## src/rtl/dmem_arbiter.sv

```systemverilog
// Purpose : two-master (CPU / AUX) round-robin arbiter for the single data-memory port,
//           bounded burst tenure while the other master is waiting.
// Latency : zero - grant, memory mux and read data are combinational in the request cycle.
// Backpr. : the losing master sees Gnt=0 (CPU also sees CpuStall) and must hold its request.
//
// Ports:
//   CLK, RST                  clock, asynchronous active-high reset
//   Cpu{Req,Write,Addr,WData} CPU request; CpuGnt / CpuStall / CpuRData responses
//   Aux{Req,Write,Addr,WData} AUX request; AuxGnt / AuxRData responses
//   Mem{Addr,Read,Write,WData} memory strobes from the granted master; MemRData read data in
//   Owner                     current tenure holder (0=IDLE, 1=CPU, 2=AUX)
//   CpuAccCnt, AuxAccCnt      wrapping counts of granted accesses per master
module dmem_arbiter #(
    parameter int ADDR_W    = 32,
    parameter int DATA_W    = 32,
    parameter int BURST_MAX = 4,
    parameter int CNT_W     = 16
) (
    input  logic              CLK,
    input  logic              RST,
    input  logic              CpuReq,
    input  logic              CpuWrite,
    input  logic [ADDR_W-1:0] CpuAddr,
    input  logic [DATA_W-1:0] CpuWData,
    output logic              CpuGnt,
    output logic              CpuStall,
    output logic [DATA_W-1:0] CpuRData,
    input  logic              AuxReq,
    input  logic              AuxWrite,
    input  logic [ADDR_W-1:0] AuxAddr,
    input  logic [DATA_W-1:0] AuxWData,
    output logic              AuxGnt,
    output logic [DATA_W-1:0] AuxRData,
    output logic [ADDR_W-1:0] MemAddr,
    output logic              MemRead,
    output logic              MemWrite,
    output logic [DATA_W-1:0] MemWData,
    input  logic [DATA_W-1:0] MemRData,
    output logic [1:0]        Owner,
    output logic [CNT_W-1:0]  CpuAccCnt,
    output logic [CNT_W-1:0]  AuxAccCnt
);

    localparam int BW = $clog2(BURST_MAX + 1);
    localparam logic [BW-1:0] BMAX = BW'(BURST_MAX);

    typedef enum logic [1:0] {
        OWN_IDLE = 2'd0,
        OWN_CPU  = 2'd1,
        OWN_AUX  = 2'd2
    } owner_t;

    owner_t           r_owner;
    logic [BW-1:0]    r_burst;
    logic             r_last;      // 0 = CPU held the last tenure, 1 = AUX
    logic [CNT_W-1:0] r_cpu_cnt;
    logic [CNT_W-1:0] r_aux_cnt;

    logic             w_burst_open;
    logic             w_cpu_gnt;
    logic             w_aux_gnt;

    // Burst limit only matters when the other master is actually waiting.
    assign w_burst_open = (r_burst < BMAX);

    always_comb begin
        w_cpu_gnt = 1'b0;
        w_aux_gnt = 1'b0;
        unique case (r_owner)
            OWN_CPU: begin
                if (CpuReq && (w_burst_open || !AuxReq)) w_cpu_gnt = 1'b1;
                else if (AuxReq)                         w_aux_gnt = 1'b1;
            end
            OWN_AUX: begin
                if (AuxReq && (w_burst_open || !CpuReq)) w_aux_gnt = 1'b1;
                else if (CpuReq)                         w_cpu_gnt = 1'b1;
            end
            default: begin
                // From IDLE a tie goes to whichever master did not hold the last tenure.
                if (CpuReq && AuxReq) begin
                    w_cpu_gnt = r_last;
                    w_aux_gnt = !r_last;
                end else begin
                    w_cpu_gnt = CpuReq;
                    w_aux_gnt = AuxReq;
                end
            end
        endcase
        // Grants are forced off combinationally so a reset cuts an access mid-cycle.
        if (RST) begin
            w_cpu_gnt = 1'b0;
            w_aux_gnt = 1'b0;
        end
    end

    always_ff @(posedge CLK or posedge RST) begin
        if (RST) begin
            r_owner   <= OWN_IDLE;
            r_burst   <= '0;
            r_last    <= 1'b1;
            r_cpu_cnt <= '0;
            r_aux_cnt <= '0;
        end else if (w_cpu_gnt) begin
            r_cpu_cnt <= r_cpu_cnt + CNT_W'(1);
            if (r_owner == OWN_CPU) begin
                if (w_burst_open) r_burst <= r_burst + BW'(1);
            end else begin
                r_owner <= OWN_CPU;
                r_burst <= BW'(1);
                r_last  <= 1'b0;
            end
        end else if (w_aux_gnt) begin
            r_aux_cnt <= r_aux_cnt + CNT_W'(1);
            if (r_owner == OWN_AUX) begin
                if (w_burst_open) r_burst <= r_burst + BW'(1);
            end else begin
                r_owner <= OWN_AUX;
                r_burst <= BW'(1);
                r_last  <= 1'b1;
            end
        end else begin
            r_owner <= OWN_IDLE;
            r_burst <= '0;
        end
    end

    always_comb begin
        MemAddr  = '0;
        MemWData = '0;
        MemRead  = 1'b0;
        MemWrite = 1'b0;
        if (w_cpu_gnt) begin
            MemAddr  = CpuAddr;
            MemWData = CpuWData;
            MemRead  = !CpuWrite;
            MemWrite = CpuWrite;
        end else if (w_aux_gnt) begin
            MemAddr  = AuxAddr;
            MemWData = AuxWData;
            MemRead  = !AuxWrite;
            MemWrite = AuxWrite;
        end
    end

    assign CpuGnt    = w_cpu_gnt;
    assign AuxGnt    = w_aux_gnt;
    assign CpuStall  = CpuReq & ~w_cpu_gnt;
    assign CpuRData  = MemRData;
    assign AuxRData  = MemRData;
    assign Owner     = r_owner;
    assign CpuAccCnt = r_cpu_cnt;
    assign AuxAccCnt = r_aux_cnt;

endmodule

```

## config.mk

```make
export PLATFORM = sky130hd
export DESIGN_NAME = dmem_arbiter
export DESIGN_NICKNAME = d
export VERILOG_FILES = /design/src/rtl/dmem_arbiter.sv
export SDC_FILE = /design/constraint.sdc
export NUM_CORES = 1
export LEC_CHECK = 0
export BUFFER_PORTS_ARGS = -buffer_cell sky130_fd_sc_hd__buf_2
export CAP_MARGIN = 20
export CELL_PAD_IN_SITES_DETAIL_PLACEMENT = 0
export CELL_PAD_IN_SITES_GLOBAL_PLACEMENT = 1
export CORE_AREA = 2 2 130 132
export CTS_CLUSTER_DIAMETER = 30
export DETAILED_ROUTE_END_ITERATION = 12
export DIE_AREA = 0 0 132 134
export PLACE_DENSITY_LB_ADDON = 0.1
export SETUP_SLACK_MARGIN = 0.05
export SYNTH_ARGS = -nofsm -noshare
export SYNTH_HDL_FRONTEND = slang
export SYNTH_SLANG_ARGS = --single-unit
```

## constraint.sdc

```tcl
create_clock -name CLK -period 4.29 [get_ports CLK]
set_input_delay 0.858 -clock CLK [delete_from_list [all_inputs] [get_ports CLK]]
set_output_delay 0.858 -clock CLK [all_outputs]
set_load 0.1 [all_outputs]
```

Word-level counts from Yosys, hierarchy flattened
Index checks and enable logic that the tools add are counted.
W data, S select, Z words.
- muxes and demuxes: 33
- bitwise gates (word level): 2
- add/subtract/negate cells: 3
- equality and inequality tests: 5
- reduce and logical (&&, ||, !) cells: 14
- $lt $le $gt $ge: 1
- operator list (operator ; number):
    $mux W32 ; 4
    $add A16 B1 Y16 const B ; 2
    $mux W1 ; 18
    $mux W3 ; 5
    $mux W2 ; 4
    $logic_not A1 Y1 ; 5
    $ne A2 B2 Y1 const B ; 2
    $pmux W1 S2 ; 2
    $reduce_and A2 Y1 ; 2
    $add A3 B1 Y3 const B ; 1
    $logic_and A1 B1 Y1 ; 3
    $lt A3 B3 Y1 const B ; 1
    $ne A3 B3 Y1 const B ; 1
    $reduce_and A3 Y1 ; 1
    $eq A2 B1 Y1 const B ; 1
    $eq A2 B2 Y1 const B ; 1
    $logic_or A1 B1 Y1 ; 2
    $reduce_bool A2 Y1 ; 1
    $and A1 B1 Y1 ; 1
    $not A1 Y1 ; 1
- flip-flop bits (word level): 38
- logic and storage cells: 63
- output and inout port bits: 167

Logic depth before layout (Yosys ltp)
Gate-level depths: netlist (run 1).
- depth in word-level cells: 8
- depth in mapped cells: 11
- gate-level depth less buffers: 8

Worst setup path before layout (run 1)
OpenSTA, ideal clock, no wires.
- path kind: input-to-output
- start: input RST
- end: output MemRead
- arrival time: 4.289 ns
- required time: 3.432 ns
- slack: -0.857 ns
- cell stages on the path: 5
- cells stage by stage: inv_1 nand4_1 clkinv_1 nand2_1 o22ai_1
- longest elaborated chain between the ends: 3
- ends and longest elaborated chain (element ; RTL line ; RTL):
    start, declared ; 20 ; input logic RST,
    $mux W1 ; 90 ; if (RST) begin
    named net AuxGnt ; 32 ; output logic AuxGnt,
    $mux W1 ; 137 ; end else if (w_aux_gnt) begin
    $mux W1 ; 132 ; if (w_cpu_gnt) begin
    end, declared ; 35 ; output logic MemRead,
The timed path passes the listed nets, and every way through them passes these cells.

Final worst setup path (run 1)
- start: register r_owner[1] (netlist: Owner[1])
- end: output MemWData[18]
- longest elaborated chain between the ends: 5
- ends and longest elaborated chain (element ; RTL line ; RTL):
    start, declared ; 53 ; owner_t r_owner;
    start signal, assigned ; 98 ; r_owner <= OWN_IDLE;
    start signal, assigned ; 108 ; r_owner <= OWN_CPU;
    start signal, assigned ; 117 ; r_owner <= OWN_AUX;
    $eq A2 B2 Y1 / $eq A2 B1 Y1 (equally long branches) ; 69 ; unique case (r_owner)
    $pmux W1 S2 ; 69 ;
    $mux W1 ; 90 ;
    $mux W32 ; 137 ;
    $mux W32 (*) ; 132 ;
    end, declared ; 37 ; output logic [DATA_W-1:0] MemWData,
Every way passes the cells marked *; elsewhere a longest branch is shown, timed or not.

==> results.md, run 1 <==
* Vias in the first global route at 3179
* CP cell instances: inv_1 -> ha_1 -> nor3_1 -> a31oi_1 -> nand4_1 -> buf_4 -> nor2_4 -> buf_4 -> a22o_1 -> buf_12
* Largest net degree at the start of global routing at 53
* Final hold violation count at 0
* Die area at 0.0177 sq mm
* PostCTS Resize Cnt at 0
* Final nets at 661
* First-pass GRT wire length at 20100 um
* Die height at 134 um
* CP dominant cell by count: buf_4
* Unrepaired setup endpoints after global routing: false
* Initial antenna violation count at 5
* Post-route ant nets at 0
* Routed vias at 3095
* Largest family of logic cells by synthesized area: buffers and inverters
* Top Family by Delay on Critical Path: buffers and inverters
* Startpoint types: register
* Worst Max-Slew Pin Slew at 610 ps
* Area leader, netlist: dfrtp_1
* Synth Warn # at 0
* Switching share of power at 59.7%
* Wire length per cell at 19.2 um
* # DRC at 0
* Worst vdd ir at 0.214 mV
* Max Used Layer: met5
* Aggregate routed wire length at 13700 um
* Vias per inst at 4.33
* Synth Area in Simple Gates at 15.8%
* Critical Path End Type: primary output
* Sequential Power Share at 15.1%
* CTS root buf: clkbuf_16
* Fillcell total at 1748
* Tcrit/Tclk final at 85.0%
* Clk_lat worst skew at 280 ps
* Leading cell type in the layout, fill and taps excluded: buf_2
* Leakage at 2.50 nW
* Combinational share of power at 74.1%
* # IOs at 333
* Synth cell types at 38
* Status: complete, no violations
* Clock-pin slew on the worst setup and hold paths at 60 ps
* H-tree depth at 2
* Initial core utilization at 19.0%
* XOR/XNOR Fraction of Synth Area at 8.79%
* Endpoints failing setup at 0
* Clock Power Share at 10.8%
* Met2 wire length at 7290 um
* RD Place Congestion at 0.792
* PD cells at 676 mW/mm^2
* Cell-internal power at 1.41 mW
* Post-DP HPWL at 11300 um
* Fin Setup TNS at 0 ps
* Number of enable flip-flop cells after synthesis at 0
* P_sw at 2.08 mW
* Crit path kind: register to primary output
* Total setup buffers inserted after CTS at 0
* Ys flop type: dfrtp_1
* # hold bufs at CTS at 0
* Most frequent cells in the layout: buf_2, buf_12, a22o_1, dfrtp_1, xor2_1
* Mapped Area at 0.00309 sq mm
* Register area at 952 sq um
* Post-synthesis register bit count at 38
* CTS max path bufs at 2
* CP max stage delay at 420 ps
* Crit Path Max Fanout at 42
* WL met3 at 1340 um
* Overall Global Routing Usage at 14.8%
* Core area at 0.0163 sq mm
* Synth Area in Adders at 2.03%
* I/O Buffers at 236
* Total power at 3.49 mW
* Hold Path Class: register to register
* Synth-to-layout area growth at 67.3%
* Share of layout cells above drive strength 1 at 54.2%
* Compound-Gate Fraction of Synth Area at 20.7%
* Row cnt at 47
* Gr ovfl total at 0
* CP max stage cell: buf_4
* Clock Skew at 5.40 ps
* Minimum clock period at 3650 ps
* Syn Nets at 497
* Post-synth top area share at 30.0%
* Post-synthesis mux area share at 1.01%
* TritonRoute pass-1 iters at 4
* Async S/R FF share, synth at 100%
* CTS tree: yes
* CP bufs+invs at 4
* Worst EP arrival at 2790 ps
* Initial DRC Count at 69
* Data required time at the worst endpoint at 3430 ps
* Pins Over Slew Limit at 0
* Max cap viols at 0
* Clock sinks at 38
* Synthesized netlist cell count at 326
* Total CTS buffers at 5
* Slew headroom at 59.3%
* Die width at 132 um
* Synthesized area per cell at 9.47 sq um
* M1 WL at 4980 um
* FMAX at 0.274 GHz
* Sequential area share after synthesis at 30.8%
* Area of the multi-input gates at 0.00151 sq mm
* Ranking of synthesized cells by area: dfrtp_1, a22o_1, buf_4, xor2_1, nand4_1
area by class of cell:
class                   instances  area share, %
repair buffers                243           43.4
multi-input cells             195           29.3
flip-flops and latches         38           18.4
well taps                     220           5.33
clock buffers                   7           2.76
inverters                       7          0.581
diodes                          3          0.145
clock inverters                 1         0.0969
synth_stat cells (2+ instances only):
master / number
buf_4: 70
a22o_1: 65
dfrtp_1: 37
xor2_1: 21
nand2_1: 18
nand4_1: 14
nand3_1: 11
xnor2_1: 10
buf_2: 8
nor3_1: 8
nor4_1: 7
nor2_1: 6
ha_1: 5
inv_1: 5
a21oi_1: 4
and3_1: 4
buf_6: 3
clkbuf_1: 3
nor4_2: 3
nor4b_2: 3
buf_1: 2
mux2i_1: 2
o22ai_1: 2
kinds of logic after synthesis:
group,after synthesis
simple gates,81
fa+ha+maj,5
flops,38
compound gates,75
buf+inv,93
mux,3
xor+xnor,31
per-stage QoR:
| stage | cells | worst slack (ps) | hold WS [ps] | area [sq um] | util, % |
|---|---|---|---|---|---|
| floorplan | 326 | 78.2 | 504 | 3110 | - |
| global placement | 703 | 816 | 454 | 5010 | 30.8 |
| detailed placement | 703 | 813 | 456 | 5010 | 30.8 |
| CTS | 711 | 612 | 474 | 5160 | 31.7 |
| global route | 711 | 403 | 479 | 5160 | 31.7 |
| finish | 714 | 644 | 467 | 5160 | 31.7 |
sequential cells by signal, summed over array words and instances (netlist names):
signal and flops:
r_burst 3, AuxAccCnt 16, r_last 1, Owner 2, CpuAccCnt 16
routing by layer:
| metal | vias up | track usage [%] |
|---|---|---|
| met2 | 150 | 27.4 |
| li1 | 1464 | - |
| met1 | 1458 | 16.2 |
| met4 | 8 | 2.23 |
| met5 | - | 0 |
| met3 | 15 | 5.93 |
path summary, 6_finish.rpt:
| path | from | to | slack [ps] | depth (start not counted) |
|---|---|---|---|---|
| min | CpuAccCnt[15]$_DFFE_PP0P_ | CpuAccCnt[15]$_DFFE_PP0P_ | 470 | 1 |
| min reg2reg | CpuAccCnt[15]$_DFFE_PP0P_ | CpuAccCnt[15]$_DFFE_PP0P_ | 470 | 1 |
| max reg2reg | Owner[1]$_DFFE_PP0P_ | AuxAccCnt[1]$_DFFE_PP0P_ | 1760 | 9 |
| min in group asynchronous | RST | AuxAccCnt[10]$_DFFE_PP0P_ | 760 | 3 |
| max | Owner[1]$_DFFE_PP0P_ | MemWData[18] | 640 | 10 |
| max in group asynchronous | RST | r_last$_DFFE_PP1P_ | 3170 | 3 |
power by group through the flow:
stage	Clock (mW)	Combinational [mW]	Sequential, mW
after floorplan	0	1.65	0.909
after global placement	0	2.61	0.532
after detailed placement	0	2.61	0.531
after CTS	0.391	2.61	0.526
after global routing	0.407	2.66	0.538
final	0.378	2.59	0.526
Power figures use the tool's default switching activity.
==> run 2: changes to the inputs <==
CORE_AREA = default   (was 2 2 130 132)
CORE_ASPECT_RATIO = 0.7   (was default)
CORE_MARGIN = 2   (was default)
CORE_UTILIZATION = 21   (was default)
DIE_AREA = default   (was 0 0 132 134)
clock period = 3 ns   (was 4.29 ns; I/O delays follow)
==> results.md, run 2 (synthesis results as in run 1) <==
* H-tree depth at 2 (unchanged)
* CTS root buf: clkbuf_16
* Pins Over Slew Limit at 0 (unchanged)
* Slew headroom at 64.8% (+5.5 points)
* Initial core utilization at 21.2% (+2.3 points)
* Routed vias at 3228 (+4.3%)
* Startpoint types: register
* Worst EP arrival at 2350 ps (-440 ps)
* Hold Startpoint: AuxAccCnt[15]$_DFFE_PP0P_
* DP Area at 0.00565 sq mm (+13%)
* Synth-to-layout area growth at 100%
* Most frequent cells in the layout: buf_2, buf_12, a22o_4, dfrtp_1, xor2_1
* CTS max path bufs at 2 (unchanged)
* I/O Buffers at 236 (unchanged)
* # IOs at 333 (unchanged)
* Tcrit/Tclk final at 98.3%
* Max cap viols at 0 (unchanged)
* Hold Path Class: register to register
* Final Non-Filler Cells at 705 (-1.3%)
* Die area at 0.0157 sq mm (-11%)
* Top Family by Delay on Critical Path: buffers and inverters
* Endpoints failing setup at 0 (unchanged)
* Worst Max-Slew Pin Slew at 528 ps (-82.0 ps)
* Crit Path Max Fanout at 6 (-86%)
* Initial DRC Count at 179 (+160%)
* FMAX at 0.339 GHz
* Clock-pin slew on the worst setup and hold paths at 60 ps (about the same)
* Unrepaired setup endpoints after global routing: true
* Clk_lat worst skew at 280 ps (about the same)
* Final core utilization at 42.6% (+11 points)
* # hold bufs at CTS at 0 (unchanged)
* Crit path kind: register to primary output
* Gr ovfl total at 0 (unchanged)
* CP max stage delay at 490 ps (+70 ps)
* Critical R2R Launch: Owner[0]$_DFFE_PP0P_
* Leakage at 3.05 nW (+22%)
* Largest net degree at the start of global routing at 39 (-26%)
* Diodes inserted at 0 (-3)
* Die height at 105 um (-21%)
* Met2 wire length at 7910 um (+8.6%)
* Critical Path End Type: primary output
* TritonRoute pass-1 iters at 4 (unchanged)
* RD Place Congestion at 0.771 (-2.6%)
* Clock Skew at 9.01 ps (+3.61 ps)
* PD cells at 929 mW/mm^2 (+37%)
* Wire length per cell at 22.0 um (+14%)
* CP bufs+invs at 7 (+3)
* Data required time at the worst endpoint at 2400 ps (-1030 ps)
* Row cnt at 37 (-21%)
* Vias per inst at 4.58 (+5.6%)
* Share of layout cells above drive strength 1 at 70.6% (+16 points)
* CTS tree: yes
* Final hold violation count at 0 (unchanged)
* Overall Global Routing Usage at 18.3% (+3.5 points)
* Post-DP HPWL at 12100 um (+7.5%)
* # DRC at 0 (unchanged)
* Worst setup path startpoint: Owner[0]$_DFFE_PP0P_
* First-pass GRT wire length at 21500 um (+6.9%)
* Status: complete, no violations
* Die width at 149 um (+13%)
* M1 WL at 6490 um (+30%)
* Inst Count DP at 681 (-3.1%)
* Total CTS buffers at 5 (unchanged)
* Hold_ws at 467 ps (-0.736 ps)
* Aggregate routed wire length at 15500 um (+13%)
* Initial antenna violation count at 0 (-5)
* Leading cell type in the layout, fill and taps excluded: buf_2
* Final nets at 680 (+2.9%)
* Core area at 0.0145 sq mm (-11%)
* Total power at 5.75 mW (+65%)
* Post-route ant nets at 0 (unchanged)
* WL met3 at 974 um (-27%)
* Minimum clock period at 2950 ps
* Vias in the first global route at 3405 (+7.1%)
* Max Used Layer: met4
* CP cell instances: inv_4 -> ha_4 -> inv_1 -> nand4_1 -> o32a_4 -> inv_4 -> nor2_4 -> buf_4 -> buf_12 -> buf_16 -> a22o_4 -> buf_12
* CP max stage cell: dfrtp_4
* Clock sinks at 38 (unchanged)
* Worst vdd ir at 0.437 mV (+100%)
* Layout Cell Area excl Fill at 0.00619 sq mm (+20%)
-- run 2: path summary, 6_finish.rpt --
path                                                  end  slack [ps]  cells past startpoint
worst min-delay path            AuxAccCnt[15]$_DFFE_PP0P_         470                      1
worst min register to register  AuxAccCnt[15]$_DFFE_PP0P_         470                      1
max in group asynchronous            Owner[0]$_DFFE_PP0P_        2090                      3
min in group asynchronous       CpuAccCnt[15]$_DFFE_PP0P_         520                      3
worst max register to register  AuxAccCnt[11]$_DFFE_PP0P_         860                     10
worst max-delay path                          MemAddr[10]          50                     12
-- run 2: metal layers --
metal | track usage [%] | up-vias
met5 | 0 | -
met4 | 2.52 | 0
met3 | 4.42 | 24
met2 | 31.6 | 147
met1 | 23.8 | 1547
li1 | - | 1510
-- run 2: timing repair --
item                       in CTS  in global routing
setup endpoints to repair      67                 60
gates resized for setup         8                  6
buffers inserted                8                  1
pin swaps                       4                  5
cloned                          2                  6
-- run 2: layout make-up --
class                      instances  area, sq um
fill                            1383         8350
timing repair buffer             262         2650
multi-input combinational        195         2100
sequential                        38          957
tap                              195          244
clock buffer                       6          139
clock inverter                     2         60.1
inverter                           7         40.0
-- run 2: where the power goes --
part / total [mW] / internal (mW) / switching (mW)
logic: 4.27 / 1.47 / 2.79
clock network: 0.720 / 0.500 / 0.221
registers: 0.763 / 0.613 / 0.150
-- run 2: per-stage QoR --
stage | TNS, ps | setup slack (ps)
5_1_grt | -433 | -23.3
6_report | 0 | 52.5
3_5_place_dp | 0 | 198
2_1_floorplan | -2640 | -64.2
3_3_place_gp | 0 | 257
4_1_cts | 0 | 57.5
